### src/rtl/chip_checker_pkg.sv
// Shared types and pin maps for the 7400-series chip test sequencer.
// A 14-pin part sits in socket pins 1-7 and 10-16; socket pins 8 and 9 are NC.
package chip_checker_pkg;

  localparam int NUM_PINS = 16;
  localparam int VEC_W    = 8;

  typedef logic [NUM_PINS-1:0] pins_t;

  typedef enum logic [3:0] {
    CHIP_7400 = 4'd0,
    CHIP_7402 = 4'd1,
    CHIP_7404 = 4'd2,
    CHIP_7408 = 4'd3,
    CHIP_7432 = 4'd4,
    CHIP_7486 = 4'd5
  } chip_e;

  typedef enum logic [2:0] {IDLE, APPLY, SETTLE, SAMPLE, NEXT, DONE} state_e;

  function automatic logic chip_supported(logic [3:0] chip);
    return chip <= CHIP_7486;
  endfunction

  function automatic pins_t in_mask(logic [3:0] chip);
    pins_t m;
    case (chip)
      CHIP_7400, CHIP_7408, CHIP_7432, CHIP_7486: m = 16'h6C1B;
      CHIP_7402:                                  m = 16'h3636;
      CHIP_7404:                                  m = 16'h5415;
      default:                                    m = '0;
    endcase
    return m;
  endfunction

  function automatic pins_t out_mask(logic [3:0] chip);
    pins_t m;
    case (chip)
      CHIP_7400, CHIP_7408, CHIP_7432, CHIP_7486: m = 16'h1224;
      CHIP_7402:                                  m = 16'h4809;
      CHIP_7404:                                  m = 16'h2A2A;
      default:                                    m = '0;
    endcase
    return m;
  endfunction

  function automatic logic [3:0] n_in(logic [3:0] chip);
    logic [3:0] n;
    case (chip)
      CHIP_7400, CHIP_7402, CHIP_7408, CHIP_7432, CHIP_7486: n = 4'd8;
      CHIP_7404:                                             n = 4'd6;
      default:                                               n = 4'd0;
    endcase
    return n;
  endfunction

  // Vector bit k lands on the k-th set bit of mask, counting from pin 1 upward.
  function automatic pins_t scatter(logic [VEC_W-1:0] vec, pins_t mask);
    pins_t      r;
    pins_t      vec_ext;
    logic [3:0] k;
    r       = '0;
    vec_ext = pins_t'(vec);
    k       = '0;
    for (int i = 0; i < NUM_PINS; i++) begin
      r[i] = mask[i] & vec_ext[k];
      k    = k + {3'b000, mask[i]};
    end
    return r;
  endfunction

endpackage

### src/rtl/chip_golden_model.sv
// Combinational reference behaviour of the supported chips, expressed on socket pins.
module chip_golden_model
  import chip_checker_pkg::*;
(
  input  logic [3:0] ChipSel,
  input  pins_t      PinOut,
  output pins_t      Expected
);

  function automatic logic gate2(logic [3:0] chip, logic a, logic b);
    logic y;
    case (chip)
      CHIP_7400: y = ~(a & b);
      CHIP_7408: y = a & b;
      CHIP_7432: y = a | b;
      CHIP_7486: y = a ^ b;
      default:   y = 1'b0;
    endcase
    return y;
  endfunction

  // Power and NC pins never feed a gate.
  logic unused_pins;
  assign unused_pins = ^{PinOut[15], PinOut[8:6]};

  always_comb begin
    // NOTE: default assignment first so every path drives every bit; no latch is inferred.
    Expected = '0;
    case (ChipSel)
      CHIP_7400, CHIP_7408, CHIP_7432, CHIP_7486: begin
        Expected[2]  = gate2(ChipSel, PinOut[0],  PinOut[1]);
        Expected[5]  = gate2(ChipSel, PinOut[3],  PinOut[4]);
        Expected[9]  = gate2(ChipSel, PinOut[10], PinOut[11]);
        Expected[12] = gate2(ChipSel, PinOut[13], PinOut[14]);
      end
      CHIP_7402: begin
        Expected[0]  = ~(PinOut[1]  | PinOut[2]);
        Expected[3]  = ~(PinOut[4]  | PinOut[5]);
        Expected[11] = ~(PinOut[9]  | PinOut[10]);
        Expected[14] = ~(PinOut[12] | PinOut[13]);
      end
      CHIP_7404: begin
        Expected[1]  = ~PinOut[0];
        Expected[3]  = ~PinOut[2];
        Expected[5]  = ~PinOut[4];
        Expected[9]  = ~PinOut[10];
        Expected[11] = ~PinOut[12];
        Expected[13] = ~PinOut[14];
      end
      default: ;
    endcase
  end

endmodule

### src/rtl/chip_test_sequencer.sv
// Exhaustive functional tester for a 7400-series part: drives every input vector,
// waits for settling, compares outputs with the golden model and reports the result.
module chip_test_sequencer
  import chip_checker_pkg::*;
#(
  parameter int SETTLE_CYCLES = 4,
  parameter int ERR_W         = 8
) (
  input  logic             Clk,
  input  logic             Reset,
  input  logic             Start,
  input  logic [3:0]       ChipSel,
  input  pins_t            PinIn,
  output pins_t            PinOut,
  output pins_t            PinOE,
  output logic             Busy,
  output logic             Done,
  output logic             Pass,
  output logic             Unsupported,
  output logic [ERR_W-1:0] ErrCount,
  output logic [VEC_W-1:0] FailVector,
  output pins_t            FailPins
);

  localparam int CNT_W = (SETTLE_CYCLES > 1) ? $clog2(SETTLE_CYCLES) : 1;

  state_e           state_q;
  logic [3:0]       chip_q;
  logic [VEC_W-1:0] vec_q;
  logic [CNT_W-1:0] cnt_q;
  pins_t            pin_out_q, pin_oe_q, fail_pins_q;
  logic             busy_q, done_q, pass_q, unsup_q;
  logic [ERR_W-1:0] err_q;
  logic [VEC_W-1:0] fail_vec_q;

  pins_t            expected, diff;
  logic [VEC_W-1:0] last_vec;

  chip_golden_model u_golden (
    .ChipSel  (chip_q),
    .PinOut   (pin_out_q),
    .Expected (expected)
  );

  assign diff     = (PinIn ^ expected) & out_mask(chip_q);
  assign last_vec = VEC_W'((32'd1 << n_in(chip_q)) - 32'd1);

  always_ff @(posedge Clk) begin
    // NOTE: every register here is cleared by reset, including the result registers,
    // so no stale verdict survives an aborted test.
    if (Reset) begin
      state_q     <= IDLE;
      chip_q      <= '0;
      vec_q       <= '0;
      cnt_q       <= '0;
      pin_out_q   <= '0;
      pin_oe_q    <= '0;
      busy_q      <= 1'b0;
      done_q      <= 1'b0;
      pass_q      <= 1'b0;
      unsup_q     <= 1'b0;
      err_q       <= '0;
      fail_vec_q  <= '0;
      fail_pins_q <= '0;
    end else begin
      // NOTE: non-blocking assignments, so each branch sees pre-edge values of all state.
      case (state_q)
        IDLE, DONE: begin
          if (state_q == DONE) begin
            pin_oe_q  <= '0;
            pin_out_q <= '0;
            done_q    <= 1'b1;
            pass_q    <= ~unsup_q & (err_q == '0);
          end
          // The start action overrides the DONE holding values above.
          if (Start) begin
            chip_q      <= ChipSel;
            vec_q       <= '0;
            err_q       <= '0;
            fail_vec_q  <= '0;
            fail_pins_q <= '0;
            done_q      <= 1'b0;
            pass_q      <= 1'b0;
            if (chip_supported(ChipSel)) begin
              unsup_q <= 1'b0;
              busy_q  <= 1'b1;
              state_q <= APPLY;
            end else begin
              unsup_q <= 1'b1;
              state_q <= DONE;
            end
          end
        end
        APPLY: begin
          pin_out_q <= scatter(vec_q, in_mask(chip_q));
          pin_oe_q  <= in_mask(chip_q);
          cnt_q     <= CNT_W'(SETTLE_CYCLES - 1);
          state_q   <= SETTLE;
        end
        SETTLE: begin
          if (cnt_q == '0) state_q <= SAMPLE;
          else             cnt_q   <= cnt_q - 1'b1;
        end
        SAMPLE: begin
          if (diff != '0) begin
            if (err_q != '1) err_q <= err_q + 1'b1;
            // A zero count means this is the first mismatch of the run.
            if (err_q == '0) begin
              fail_vec_q  <= vec_q;
              fail_pins_q <= diff;
            end
          end
          state_q <= NEXT;
        end
        NEXT: begin
          if (vec_q == last_vec) begin
            busy_q  <= 1'b0;
            state_q <= DONE;
          end else begin
            vec_q   <= vec_q + 1'b1;
            state_q <= APPLY;
          end
        end
        default: state_q <= IDLE;
      endcase
    end
  end

  assign PinOut      = pin_out_q;
  assign PinOE       = pin_oe_q;
  assign Busy        = busy_q;
  assign Done        = done_q;
  assign Pass        = pass_q;
  assign Unsupported = unsup_q;
  assign ErrCount    = err_q;
  assign FailVector  = fail_vec_q;
  assign FailPins    = fail_pins_q;

endmodule

### config.mk
export PLATFORM = sky130hd
export DESIGN_NAME = chip_test_sequencer
export DESIGN_NICKNAME = d
export VERILOG_FILES = /design/src/rtl/chip_checker_pkg.sv /design/src/rtl/chip_golden_model.sv /design/src/rtl/chip_test_sequencer.sv
export SDC_FILE = /design/constraint.sdc
export NUM_CORES = 1
export LEC_CHECK = 0
export ABC_AREA = 1
export CAP_MARGIN = 20
export CELL_PAD_IN_SITES_DETAIL_PLACEMENT = 1
export CELL_PAD_IN_SITES_GLOBAL_PLACEMENT = 1
export CORE_MARGIN = 2
export CORE_UTILIZATION = 39
export CTS_BUF_LIST = sky130_fd_sc_hd__clkbuf_2 sky130_fd_sc_hd__clkbuf_4 sky130_fd_sc_hd__clkbuf_8
export CTS_CLUSTER_SIZE = 20
export DETAILED_ROUTE_END_ITERATION = 10
export HOLD_SLACK_MARGIN = 0.12
export PLACE_DENSITY = 0.89
export SYNTH_ARGS = -nofsm -noshare
export SYNTH_HDL_FRONTEND = slang
export SYNTH_HIERARCHICAL = 1
export SYNTH_SLANG_ARGS = --single-unit
### constraint.sdc
create_clock -name Clk -period 6.91 [get_ports Clk]
set_clock_uncertainty 0.1 [all_clocks]
set_input_delay 1.0365 -clock Clk [delete_from_list [all_inputs] [get_ports Clk]]
set_output_delay 1.0365 -clock Clk [all_outputs]
set_load 0.01 [all_outputs]
==> flow_summary.toml <==
[outcome]
status = "finished, final reports clean"

[timing]
slew_headroom_pct = 36.1
setup_tns_ps = 0
slew_viol_final = 0
tightest_slew_ps = 958
fin_crit_sh_pct = 92.6
fmax_ghz = 0.156
finalHoldViolations = 0
rsz0062_at_grt = "no"
layout_min_cycle_time_ps = 6400
final-setup-viol-count = 0

[cells_and_area]
drive_gt1_share_pct = 9.47
num-nets-final = 841
antenna_cells = 0
area_growth_pct = 18.2

[cts]
htree_levels = 3
clock_sinks = 65
numCtsBuffers = 9
post-cts-setup-buffer-count = 0
postCtsHoldBufs = 0
clockBufferDepth = 2
postCtsResizedCells = 0
clk_latency_ps = 360
tritoncts = "yes"
root_buffer = "clkbuf_8"
path_clk_slew_ps = 70

[detailed_routing]
viasPerCell = 5.46
routed_wirelength_mm = 16.4
route.detailed.drc = 0
ant_nets = 0
drtIter0Drc = 366
route.vias.total = 5246
wire_per_inst_um = 17.1
drtPass1Iterations = 5

[place]
dp_hpwl_mm = 12.6
gp_congestion = 0.939
port_buffers = 70

[floorplanning]
coreArea_um2 = 12100
dieArea_um2 = 13400
row_count = 40
die_w_um = 116
ioPinCount = 91
die_h_um = 116
start_util_pct = 40.3

[global_route]
grt-ovfl-total = 0
grt_pass1_wl_mm = 26.5
grt_max_degree = 48
grt_util_all_layers_pct = 25.1
grt_antenna_before_repair = 0
grt_pass1_vias = 5388

[hold_path]
worstHoldPathCells = 2
worstHoldStart = "FailPins[12]"
hold_path_class = "reg2reg"
min_to = "FailPins[12]"

[critical_path]
reg2reg_from = "chip_q[1]"
r2r_cells = 23
setup.worst_path.end_class = "register"
startpoint = "chip_q[1]"
crit_type = "reg2reg"
reg2reg_to = "PinOut[14]"
arrival_ps = 6580
worstPathRequired_ps = 7090
start_kind = "register"
path_max_fanout = 14
r2r_slack_ps = 510

[synth]
yosysWarnings = 6
synth.cell_area_um2 = 4890
synth.avg_cell_area_um2 = 6.69
syn_inst = 730

[run]
maxCapViolCount = 0
==> cell usage in the layout (no fill, tap or decap), types with 6 or more instances in the layout <==
master	n
nand2_1	139
inv_1	82
a21oi_1	70
clkdlybuf4s50_1	69
dfxtp_1	65
nand3_1	65
nor2_1	56
o21ai_0	54
ha_1	29
nand2_2	20
conb_1	14
a21oi_2	12
nor3_1	11
xor2_1	11
clkbuf_8	11
nand4_1	10
nor2_2	7
inv_2	7
nand3b_1	6
a211oi_1	6
o211ai_1	6
==> through the flow <==
step                instances  cell area, um^2  hold slack, ps  setup slack [ps]  util [%]
floorplan                 743             4930             322              1300         -
global placement          944             5590             335               830      46.2
detailed placement        944             5590             353               623      46.2
CTS                       960             5780             364               549      47.7
global route              960             5780             390              77.5      47.7
finish                    960             5780             362               511      47.7
==> critical path: stages (launching register included) <==
cell	delay, ps
dfxtp_1	600
inv_2	90
nand2_1	80
nand3_1	100
nand2_2	190
inv_2	90
nand2_2	250
fa_1	530
ha_1	280
fa_1	710
ha_1	320
ha_1	390
ha_1	420
ha_1	380
ha_1	360
ha_1	410
ha_1	370
o21ai_0	90
a21oi_1	60
o21ai_0	190
nand2_1	70
inv_1	60
nand2_1	50
a21oi_1	130
==> routing by layer <==
metal | track usage [%] | wire length (um) | up-vias
li1 | - | - | 2514
met3 | 3.82 | 742 | 25
met4 | 7.54 | 327 | 0
met1 | 32.0 | 7230 | 2566
met2 | 43.9 | 8110 | 141
met5 | 0 | 0 | -
==> registers in the layout (all words and copies together) (netlist names) <==
| name | count |
|---|---|
| PinOut | 12 |
| FailPins | 10 |
| ErrCount | 8 |
| FailVector | 8 |
| vec_q | 8 |
| PinOE | 6 |
| chip_q | 4 |
| state_q | 3 |
| cnt_q | 2 |
| Busy | 1 |
| Done | 1 |
| Pass | 1 |
| Unsupported | 1 |
==> cell type report <==
class,instances,area (um^2)
Clock buffer,11,151
Clock inverter,5,30.0
Fill cell,1628,6340
Inverter,92,348
Multi-Input combinational cell,549,3040
Sequential cell,65,1300
Tap cell,168,210
Timing Repair Buffer,70,696
==> how the worst max path moves through the flow <==
stage | end | cells after the start
4_1_cts | PinOut[14] | 23
2_1_floorplan | PinOut[14] | 23
3_3_place_gp | PinOut[14] | 23
3_5_place_dp | PinOut[14] | 23
6_report | PinOut[14] | 23
5_1_grt | PinOut[14] | 23
Power is not shown: default switching activity piles up to over one toggle a cycle in this logic, so the estimate is an artifact.
